`src/rtl/ascon_perm_engine_pkg.sv`:
```
// Shared definitions for the Ascon permutation engine: state geometry, FSM
// encoding, rotation amounts and the round-constant helper.
package ascon_perm_engine_pkg;

  localparam int WORD_W    = 64;
  localparam int NUM_WORDS = 5;
  localparam int STATE_W   = WORD_W * NUM_WORDS;

  localparam logic [1:0] ST_IDLE = 2'd0;
  localparam logic [1:0] ST_RUN  = 2'd1;
  localparam logic [1:0] ST_DONE = 2'd2;

  localparam int ROT_X0_A = 19;
  localparam int ROT_X0_B = 28;
  localparam int ROT_X1_A = 61;
  localparam int ROT_X1_B = 39;
  localparam int ROT_X2_A = 1;
  localparam int ROT_X2_B = 6;
  localparam int ROT_X3_A = 10;
  localparam int ROT_X3_B = 17;
  localparam int ROT_X4_A = 7;
  localparam int ROT_X4_B = 41;

  // High nibble counts down while the low nibble counts up with the round index.
  function automatic logic [7:0] round_const(input logic [3:0] r);
    return {4'd15 - r, r};
  endfunction

  function automatic logic [WORD_W-1:0] ror64(input logic [WORD_W-1:0] v, input int n);
    return (v >> n) | (v << (WORD_W - n));
  endfunction

endpackage

```
`src/rtl/ascon_round.sv`:
```
// One combinational Ascon round: constant addition, bitsliced S-box, linear layer.
module ascon_round
  import ascon_perm_engine_pkg::*;
(
  input  logic [STATE_W-1:0] state,
  input  logic [3:0]         r,
  output logic [STATE_W-1:0] state_next
);

  logic [WORD_W-1:0] a0, a1, a2, a3, a4;
  logic [WORD_W-1:0] b0, b2, b4;
  logic [WORD_W-1:0] c0, c1, c2, c3, c4;
  logic [WORD_W-1:0] d0, d1, d2, d3, d4;

  assign a0 = state[319:256];
  assign a1 = state[255:192];
  assign a2 = state[191:128] ^ {56'd0, round_const(r)};
  assign a3 = state[127:64];
  assign a4 = state[63:0];

  // S-box applied to all 64 columns at once, one word per bit plane.
  assign b0 = a0 ^ a4;
  assign b4 = a4 ^ a3;
  assign b2 = a2 ^ a1;

  assign c0 = b0 ^ (~a1 & b2);
  assign c1 = a1 ^ (~b2 & a3);
  assign c2 = b2 ^ (~a3 & b4);
  assign c3 = a3 ^ (~b4 & b0);
  assign c4 = b4 ^ (~b0 & a1);

  assign d0 = c0 ^ c4;
  assign d1 = c1 ^ c0;
  assign d2 = ~c2;
  assign d3 = c3 ^ c2;
  assign d4 = c4;

  assign state_next = {
    d0 ^ ror64(d0, ROT_X0_A) ^ ror64(d0, ROT_X0_B),
    d1 ^ ror64(d1, ROT_X1_A) ^ ror64(d1, ROT_X1_B),
    d2 ^ ror64(d2, ROT_X2_A) ^ ror64(d2, ROT_X2_B),
    d3 ^ ror64(d3, ROT_X3_A) ^ ror64(d3, ROT_X3_B),
    d4 ^ ror64(d4, ROT_X4_A) ^ ror64(d4, ROT_X4_B)
  };

endmodule

```
`src/rtl/ascon_perm_engine.sv`:
```
// Iterative Ascon permutation: one round per clock over a 320-bit working register.
module ascon_perm_engine
  import ascon_perm_engine_pkg::*;
#(
  parameter int MAX_ROUNDS = 12
) (
  input  logic               clk,
  input  logic               rst_n,
  input  logic               start_perm,
  input  logic [3:0]         perm_rounds,
  input  logic [STATE_W-1:0] state_in,
  output logic [STATE_W-1:0] state_out,
  output logic               perm_done,
  output logic               busy
);

  logic [1:0]         fsm;
  logic [STATE_W-1:0] work;
  logic [STATE_W-1:0] work_next;
  logic [3:0]         rnd;
  logic [3:0]         count;
  logic [3:0]         a_eff;

  assign a_eff = (perm_rounds > 4'(MAX_ROUNDS)) ? 4'(MAX_ROUNDS) : perm_rounds;

  ascon_round u_round (
    .state      (work),
    .r          (rnd),
    .state_next (work_next)
  );

  // Rounds run at indices MAX_ROUNDS-a .. MAX_ROUNDS-1; a zero-round request skips RUN.
  always_ff @(posedge clk or negedge rst_n) begin
    if (!rst_n) begin
      fsm   <= ST_IDLE;
      work  <= '0;
      rnd   <= '0;
      count <= '0;
    end else begin
      case (fsm)
        ST_IDLE: begin
          if (start_perm) begin
            work  <= state_in;
            rnd   <= 4'(MAX_ROUNDS) - a_eff;
            count <= a_eff;
            fsm   <= (a_eff == 4'd0) ? ST_DONE : ST_RUN;
          end
        end
        ST_RUN: begin
          work  <= work_next;
          rnd   <= rnd + 4'd1;
          count <= count - 4'd1;
          if (count == 4'd1) fsm <= ST_DONE;
        end
        ST_DONE: fsm <= ST_IDLE;
        default: fsm <= ST_IDLE;
      endcase
    end
  end

  assign state_out = work;
  assign perm_done = (fsm == ST_DONE);
  assign busy      = (fsm != ST_IDLE);

endmodule

```
`config.mk`:
```
export PLATFORM = sky130hd
export DESIGN_NAME = ascon_perm_engine
export DESIGN_NICKNAME = d
export VERILOG_FILES = /design/src/rtl/ascon_perm_engine_pkg.sv /design/src/rtl/ascon_round.sv /design/src/rtl/ascon_perm_engine.sv
export SDC_FILE = /design/constraint.sdc
export NUM_CORES = 1
export LEC_CHECK = 0
export CORE_AREA = 2 2 252 254
export CTS_CLUSTER_DIAMETER = 30
export DETAILED_ROUTE_END_ITERATION = 12
export DIE_AREA = 0 0 254 256
export PLACE_DENSITY = 0.75
export SLEW_MARGIN = 20
export SYNTH_ARGS = -nofsm -noshare
export SYNTH_HDL_FRONTEND = slang
export SYNTH_HIERARCHICAL = 1
export SYNTH_SLANG_ARGS = --single-unit
```
`constraint.sdc`:
```
create_clock -name clk -period 3.1 [get_ports clk]
set_clock_uncertainty 0.2 [all_clocks]
set_input_delay 0.31 -clock clk [delete_from_list [all_inputs] [get_ports clk]]
set_output_delay 0.31 -clock clk [all_outputs]
set_load 0.03 [all_outputs]
```
**After elaboration in Yosys (flattened, before gate mapping)**

Cells that the tools add are included.

- Output and inout port bits: 322
- Input port bits: 327
- Word-level logic and storage cells: 74
- Flip-flop bits (word level): 330

- Reduce and logical (&&, ||, !) cells: 6
- Bitwise gates (word level): 43
- $lt $le $gt $ge: 1
- Eq/ne operators: 5
- $add $sub $neg: 4
- Mux-type cells: 11

Operators by type and width:

| kind | count |
|---|---|
| $xor A64 B64 Y64 | 21 |
| $pmux W320 S2 | 1 |
| $not A64 Y64 | 6 |
| $and A64 B64 Y64 | 5 |
| $mux W320 | 1 |
| $or A23 B64 Y64 | 1 |
| $or A25 B64 Y64 | 1 |
| $or A3 B64 Y64 | 1 |
| $or A36 B64 Y64 | 1 |
| $or A45 B64 Y64 | 1 |
| $or A47 B64 Y64 | 1 |
| $or A54 B64 Y64 | 1 |
| $or A57 B64 Y64 | 1 |
| $or A58 B64 Y64 | 1 |
| $or A63 B64 Y64 | 1 |
| $xor A64 B8 Y64 | 1 |
| $pmux W4 S2 | 2 |
| $mux W4 | 3 |
| $sub A4 B4 Y4 const A | 2 |
| $mux W2 | 3 |
| $add A4 B1 Y4 const B | 1 |
| $eq A4 B1 Y1 const B | 1 |
| $gt A4 B4 Y1 const B | 1 |
| $logic_not A4 Y1 | 1 |
| 8 further kinds | 11 |

**Logic depth before layout (Yosys ltp)**

Gate-level depths: netlist of the first run.

- Depth in word-level cells: 11
- Gate-level depth with buffers: 7
- Gate-level depth less buffers: 7

**By module**

Netlist of the first run, hierarchy kept.

Modules (own cells, without submodules):

| module | area each (µm²) | cells each | times used | seq. area each (µm²) |
|---|---|---|---|---|
| ascon_round | 15907.8 | 1597 | 1 | 0.0 |
| ascon_perm_engine | 15053.2 | 1818 | 1 | 8257.9 |

**Least setup slack after synthesis of the first run**

OpenSTA, ideal clock, no wires.

- Kind: reg2reg
- From: register work[135] (netlist: state_out[135])
- To: register work[125] (netlist: state_out[125])
- Clock period less this slack: 2494 ps
- Path buffers: 0
- Data arrival time: 2164 ps
- Library setup time: 130 ps
- Cell stages (with the launch flop): 8
- Setup slack: 606 ps
- Cells stage by stage: dfrtp_1 > xnor2_1 > ha_1 > xnor2_1 > xnor2_1 > xnor3_1 > nor2_1 > a31oi_1

- Longest elaborated chain between the ends: 8

RTL lines:

| item | line | text |
|---|---|---|
| start, declared | ascon_perm_engine.sv:18 | `logic [STATE_W-1:0] work;` |
| start signal, assigned | ascon_perm_engine.sv:43 | `work <= state_in;` |
| start signal, assigned | ascon_perm_engine.sv:50 | `work <= work_next;` |
| $xor A64 B8 Y64 | ascon_round.sv:17 | `assign a2 = state[191:128] ^ {56'd0, round_const(r)};` |
| $xor A64 B64 Y64 | ascon_round.sv:24 | `assign b2 = a2 ^ a1;` |
| $xor A64 B64 Y64 | ascon_round.sv:28 | `assign c2 = b2 ^ (~a3 & b4);` |
| $xor A64 B64 Y64 | ascon_round.sv:35 | `assign d3 = c3 ^ c2;` |
| $or A54 B64 Y64 | ascon_perm_engine_pkg.sv:30 | `return (v >> n) \| (v << (WORD_W - n));` |
| $xor A64 B64 Y64 (2 in series) | ascon_round.sv:42 | `d3 ^ ror64(d3, ROT_X3_A) ^ ror64(d3, ROT_X3_B),` |
| via work_next[125] | ascon_perm_engine.sv:19 | `logic [STATE_W-1:0] work_next;` |
| $pmux W320 S2 | ascon_perm_engine.sv:40 | `case (fsm)` |

The timed path passes the listed nets, and every way through them passes these cells.
A chain may end at the register's enable or synchronous reset.

**Worst setup path in the final report of the first run**

- From: register work[313] (netlist: state_out[313])
- To: register work[50] (netlist: state_out[50])

- Longest elaborated chain between the ends: 8

RTL lines:

| item | line | text |
|---|---|---|
| $xor A64 B64 Y64 | ascon_round.sv:22 | `assign b0 = a0 ^ a4;` |
| $not A64 Y64 | ascon_round.sv:30 | `assign c4 = b4 ^ (~b0 & a1);` |
| $and A64 B64 Y64 | ascon_round.sv:30 |  |
| $xor A64 B64 Y64 | ascon_round.sv:30 |  |
| $or A57 B64 Y64 | ascon_perm_engine_pkg.sv:30 |  |
| $xor A64 B64 Y64 (2 in series) | ascon_round.sv:43 | `d4 ^ ror64(d4, ROT_X4_A) ^ ror64(d4, ROT_X4_B)` |
| via work_next[50] | ascon_perm_engine.sv:19 |  |
| $pmux W320 S2 | ascon_perm_engine.sv:40 |  |

The timed path passes the listed nets, and every way through them passes these cells.

==> results of run 1 <==
[worst max-delay path by stage]
| stage | start | to | slack [ps] | cells past startpoint |
|---|---|---|---|---|
| after floorplan | state_out[135]$_DFFE_PN0P_ | state_out[125]$_DFFE_PN0P_ | 610 | 7 |
| after global placement | state_out[227]$_DFFE_PN0P_ | state_out[89]$_DFFE_PN0P_ | 320 | 8 |
| after detailed placement | rnd[3]$_DFFE_PN0P_ | state_out[121]$_DFFE_PN0P_ | 300 | 7 |
| after CTS | state_out[313]$_DFFE_PN0P_ | state_out[50]$_DFFE_PN0P_ | 260 | 6 |
| after global routing | state_out[313]$_DFFE_PN0P_ | state_out[50]$_DFFE_PN0P_ | 100 | 6 |
| final | state_out[313]$_DFFE_PN0P_ | state_out[50]$_DFFE_PN0P_ | 100 | 6 |
[per-stage QoR]
step / utilization, % / cell area (sq um) / std cells / hold slack (ps)
2_1_floorplan: - / 30960 / 3415 / -185.6
6_report: 70.60 / 44050 / 5294 / 27.14
5_1_grt: 70.60 / 44050 / 5293 / 44.92
4_1_cts: 70.60 / 44050 / 5293 / 15.81
3_5_place_dp: 65.20 / 40680 / 5124 / 171.6
3_3_place_gp: 65.20 / 40680 / 5124 / 178.3
[timing repair]
| item | in CTS | in global routing |
|---|---|---|
| resized for setup | 0 | 0 |
| setup buffers | 0 | 0 |
| hold buffers | 1 | 0 |
| hold endpoints to repair | 62 | 0 |
[synthesized netlist by cell type, types with 2 or more instances]
| cell | instances | area, sq um |
|---|---|---|
| xor2_1 | 105 | 919.6 |
| xnor3_1 | 225 | 5067 |
| nor2b_1 | 4 | 25.02 |
| nand2_1 | 850 | 3191 |
| inv_1 | 147 | 551.8 |
| o21ai_0 | 39 | 195.2 |
| dfrtp_1 | 330 | 8258 |
| buf_6 | 2 | 22.52 |
| xor3_1 | 31 | 737.0 |
| xor2_2 | 6 | 97.59 |
| buf_2 | 102 | 510.5 |
| mux2i_1 | 4 | 40.04 |
| clkbuf_1 | 14 | 52.55 |
| a31oi_1 | 321 | 2008 |
| nor3b_1 | 2 | 15.01 |
| o22ai_1 | 3 | 18.77 |
| xnor2_1 | 491 | 4300 |
| a21oi_1 | 79 | 395.4 |
| nor2_1 | 413 | 1550 |
| a32oi_1 | 3 | 26.28 |
| maj3_1 | 10 | 100.1 |
| nand2b_1 | 3 | 18.77 |
| xnor2_2 | 52 | 845.8 |
| maj3_2 | 2 | 22.52 |
| ha_1 | 132 | 1652 |
| or2_2 | 3 | 18.77 |
| buf_4 | 28 | 210.2 |
[cell type report]
| class | instances | area, sq um |
|---|---|---|
| Sequential cell | 330 | 8258 |
| Fill cell | 4806 | 18340 |
| Antenna cell | 1 | 2.502 |
| Inverter | 147 | 551.8 |
| Clock buffer | 113 | 2510 |
| Timing Repair Buffer | 1010 | 9449 |
| Clock inverter | 55 | 845.8 |
| Tap cell | 846 | 1059 |
| Multi-Input combinational cell | 2792 | 21370 |
[routing by layer]
metal,wire [um],track usage (%)
met5,13,0
met4,12460,32.32
met3,18480,13.52
met2,65960,69.26
met1,55470,57.34
[worst max-delay path: stages (launching register included)]
cell	delay, ps
dfrtp_1	430
xnor2_1	330
nand2_1	110
xnor2_1	840
xor3_1	660
nor2_1	200
a31oi_1	80
[layout by cell type, fill, tap and decap left out, types with 2 or more instances in the layout]
cell / instances
a21oi_1: 79
a31oi_1: 321
a32oi_1: 3
buf_12: 19
buf_4: 342
bufinv_16: 18
clkbuf_1: 7
clkbuf_16: 91
clkbuf_8: 15
clkdlybuf4s50_1: 647
clkinv_2: 15
clkinv_4: 2
clkinv_8: 2
clkinvlp_4: 9
dfrtp_1: 330
ha_1: 132
inv_1: 147
inv_16: 3
inv_6: 6
maj3_1: 10
maj3_2: 2
mux2i_1: 4
nand2_1: 850
nand2b_4: 2
nor2_1: 413
nor2b_1: 4
nor3b_1: 2
o21ai_0: 39
o22ai_1: 3
or2_2: 3
xnor2_1: 491
xnor2_2: 52
xnor3_1: 225
xor2_1: 105
xor2_2: 6
xor3_1: 31
[kinds of logic after synthesis]
group / after synthesis / synth area share, %
buffers and inverters: 293 / 4.352
AND/OR/NAND/NOR: 1281 / 15.70
adder cells (fa/ha/maj): 144 / 5.730
multiplexers: 4 / 0.1293
flip-flops: 330 / 26.67
XOR/XNOR: 910 / 38.65
AO/OA/AOI/OAI: 453 / 8.757
[registers in the layout, summed over array words and instances (netlist names)]
signal     flops
count          4
state_out    320
fsm            2
rnd            4
==> impl_metrics.toml, run 1 <==
[synthesis]
synth.distinct_cells = 41
syn_area_sq_um = 30960
synthCells = 3415
yosysWarningCount = 6
ys.flop_type = "dfrtp_1"
synth-seq-area-share_pct = 26.67
avgSynthCellArea_sq_um = 9.066
async_reset_ff_share_pct = 100.0
syn_nets = 3874
synth_edf_count = 0
ys_ff_latch = 330

[timing]
fin_ws_ps = 101.4
fin_crit_sh_pct = 96.73
slew_viol_final = 0
worst_slew_pin_slew_ps = 1073
rsz0062_at_grt = "no"
hold_violations = 0
max_freq_ghz = 0.3335
maxSlewHeadroom_pct = 27.98
tns_ps = 0
setup_viol = 0
period_minus_slack_ps = 2999

[setup_path]
required_ps = 3390
cp_data_arrival_time_ps = 3280
startpoint_type = "flip-flop"
cp_max_fo = 3
worstSetupPathType = "reg2reg"
r2r-start = "state_out[313]$_DFFE_PN0P_"
end_kind = "flip-flop"
r2r_setup_slack_ps = 100
worst_r2r_endpoint = "state_out[50]$_DFFE_PN0P_"
r2r_cells = 6

[placed_design]
gp_congestion = 1.126
place_ws_ps = 299.8
dp_hpwl_mm = 123.3
portBuffers = 648

[clocking]
cts_tree = "done"
cts.sinks = 330
clock_path_buffers = 3
root_buffer = "clkbuf_16"
cts_made_buffers = 91
path_clk_slew_ps = 40
clk_latency_ps = 650
htree_levels = 3

[job]
maxCapViolations = 0

[grt]
grt_antenna_before_repair = 2
grt_max_degree = 130
grt_usage_pct = 46.28
grt_pass1_wl_mm = 212.8
grt_overflow_total = 0
first_global_vias = 30030

[worst_hold_path]
worstHoldPathCells = 3
min_from = "state_in[300]"
hold_class = "in2reg"
hold_end = "state_out[300]$_DFFE_PN0P_"

[detailed_routing]
vias_per_cell = 5.815
dr_total_vias = 30790
antenna_violating_nets_post_route = 0
drtPass1Iterations = 6
routed_wl_mm = 152.4
route.detailed.drc = 0
drtIter0Drc = 3453
routedWlPerCell_um = 28.78

[die]
rows = 92
die_area_sq_um = 65020
initial_core_util_pct = 49.62
ios = 649
die_x_um = 254
core_sq_um = 62390
dieHeight_um = 256

[outcome]
status = "finished clean"

[finish]
drive_gt1_share_pct = 13.29
area_growth_pct = 42.27
layout.nets = 4831
Power of run 1 is not shown: default switching activity piles up to over one toggle a cycle in this logic, so the estimate is an artifact.
==> run 2: changes to the inputs <==
--- a/config.mk
+++ b/config.mk
@@ -5,11 +5,11 @@
 export SDC_FILE = /design/constraint.sdc
 export NUM_CORES = 1
 export LEC_CHECK = 0
-export CORE_AREA = 2 2 252 254
-export CTS_CLUSTER_DIAMETER = 30
+export CORE_AREA = 2 2 255 257
+export CTS_CLUSTER_DIAMETER = 200
 export DETAILED_ROUTE_END_ITERATION = 12
-export DIE_AREA = 0 0 254 256
-export PLACE_DENSITY = 0.75
+export DIE_AREA = 0 0 257 259
+export PLACE_DENSITY = 0.76
 export SLEW_MARGIN = 20
 export SYNTH_ARGS = -nofsm -noshare
 export SYNTH_HDL_FRONTEND = slang
==> constraint.sdc (replaced) <==
create_clock -name clk -period 3.61 [get_ports clk]
set_clock_uncertainty 0.2 [all_clocks]
set_input_delay 0.361 -clock clk [delete_from_list [all_inputs] [get_ports clk]]
set_output_delay 0.361 -clock clk [all_outputs]
set_load 0.03 [all_outputs]
==> run 2 against run 1 <==
Effect of this change:
- final area down 6.8%
- via count fell by 4.7%
- non-clock buffer count is 145 lower
- critical path depth is 1 higher
- register-to-register slack better by 210 ps
- wire length down 2.6%
- utilization shrank 6.3 points
- final cell count shrank 4.3%
- count of clock-buffer cells in the layout decreased by 53
- critical endpoint is now state_out[68]$_DFFE_PN0P_
- largest cell class unchanged
- highest routed layer unchanged
==> impl_metrics.toml, run 2 (synthesis results as in run 1) <==
[grt]
grt_use_met2_pct = 68.26
global_route.peak_usage_layer = "met2"
first_global_vias = 27810
grt_antenna_before_repair = 2
grt_usage_pct = 43.50
grt_pass1_wl_mm = 205.2
grt_max_degree = 111
grt_use_met1_pct = 56.03
grt_overflow_total = 0
grtUsageMet3_pct = 9.236

[setup_path]
worstSetupPathType = "reg2reg"
required_ps = 3870
r2r-start = "state_out[213]$_DFFE_PN0P_"
r2r_setup_slack_ps = 310
end_kind = "flip-flop"
startpoint_type = "flip-flop"
cp_max_fo = 5
worst_r2r_endpoint = "state_out[68]$_DFFE_PN0P_"
r2r_cells = 7
cp_data_arrival_time_ps = 3560

[finish]
final_common_cell = "nand2_1"
seqCellArea_sq_um = 8258
final.fill_count = 5247
area_growth_pct = 32.58
layout.nets = 4637
multi_input_area_sq_um = 21380
most-common-layout-cells = "nand2_1 (850), clkdlybuf4s50_1 (647), xnor2_1 (490)"
largest_reg_flops = 320
drive_gt1_share_pct = 8.409

[die]
core_sq_um = 63880
rows = 93
die_area_sq_um = 66560
initial_core_util_pct = 48.47
dieHeight_um = 259
die_x_um = 257
ios = 649

[timing]
fin_crit_sh_pct = 91.35
hold_violations = 0
slew_viol_final = 0
worst_slew_pin_slew_ps = 1172
max_freq_ghz = 0.3032
fin_hold_ws_ps = 135.7
rsz0062_at_grt = "no"
maxSlewHeadroom_pct = 21.32
tns_ps = 0
period_minus_slack_ps = 3298
setup_viol = 0

[detailed_routing]
routed_wl_mm = 148.4
antenna_violating_nets_post_route = 0
drtPass1Iterations = 5
dr_total_vias = 29340
drtIter0Drc = 3354
routedWlPerCell_um = 29.29
vias_per_cell = 5.791
route.detailed.drc = 0

[clocking]
cts_setup_buffers = 0
cts_made_buffers = 42
cts.sinks = 330
path_clk_slew_ps = 60
cts-hold-fix-buffers = 1
clock_path_buffers = 3
cts_resized = 0
root_buffer = "clkbuf_16"
cts_tree = "done"
clk_latency_ps = 590
htree_levels = 2

[worst_hold_path]
hold_end = "state_out[185]$_DFFE_PN0P_"
hold_class = "in2reg"
worstHoldPathCells = 3
min_from = "state_in[185]"

[placed_design]
portBuffers = 648
gp_congestion = 1.070
dp_hpwl_mm = 122.2

[job]
maxCapViolations = 0

[outcome]
status = "finished clean"
## run 2: changes by cell type in the layout (fill, tap and decap cells not counted), sizes merged, moves of 4 or more
cell / change
buf: -145
clkbuf: -53
bufinv: -15
clkinv: -11
inv: -9
clkinvlp: -4
## run 2: worst max-delay path by stage
stage | startpoint | endpoint | cells after the start
2_1_floorplan | state_out[135]$_DFFE_PN0P_ | state_out[125]$_DFFE_PN0P_ | 7
5_1_grt | state_out[213]$_DFFE_PN0P_ | state_out[68]$_DFFE_PN0P_ | 7
4_1_cts | state_out[213]$_DFFE_PN0P_ | state_out[68]$_DFFE_PN0P_ | 7
6_report | state_out[213]$_DFFE_PN0P_ | state_out[68]$_DFFE_PN0P_ | 7
3_5_place_dp | state_out[213]$_DFFE_PN0P_ | state_out[68]$_DFFE_PN0P_ | 7
3_3_place_gp | state_out[149]$_DFFE_PN0P_ | state_out[68]$_DFFE_PN0P_ | 6
## run 2: critical path, cell delays in order (launching register included)
cell and delay [ps]:
dfrtp_1 420, inv_1 80, ha_1 280, xnor2_1 330
xnor2_1 1030, xnor3_1 660, nor2_1 140, a31oi_1 40
## run 2: stage by stage
step                      area, sq um  setup slack [ps]  std cells  util (%)
final                           41050             312.2       5067     64.26
after detailed placement        39600             394.6       4988     61.99
after CTS                       41040             387.8       5065     64.24
after global routing            41040             303.8       5065     64.25
after floorplan                 30960              1116       3415         -
after global placement          39600             374.7       4988     61.99
## run 2: metal layers
layer	share of wire, %	vias to the layer above	routed length (um)
met5	0.0088	-	13
met4	6.8	2	10070
met3	11	395	16010
met2	45	1916	66210
met1	38	14240	56120
li1	-	12790	-
## run 2: final cells by class
| cell class | count | area share [%] |
|---|---|---|
| Tap cell | 855 | 2.606 |
| Multi-Input combinational cell | 2792 | 52.08 |
| Sequential cell | 330 | 20.12 |
| Clock inverter | 16 | 0.4176 |
| Inverter | 147 | 1.344 |
| Timing Repair Buffer | 865 | 20.37 |
| Antenna cell | 2 | 0.01219 |
| Clock buffer | 60 | 3.051 |
Power of run 2 is left out for the same reason.
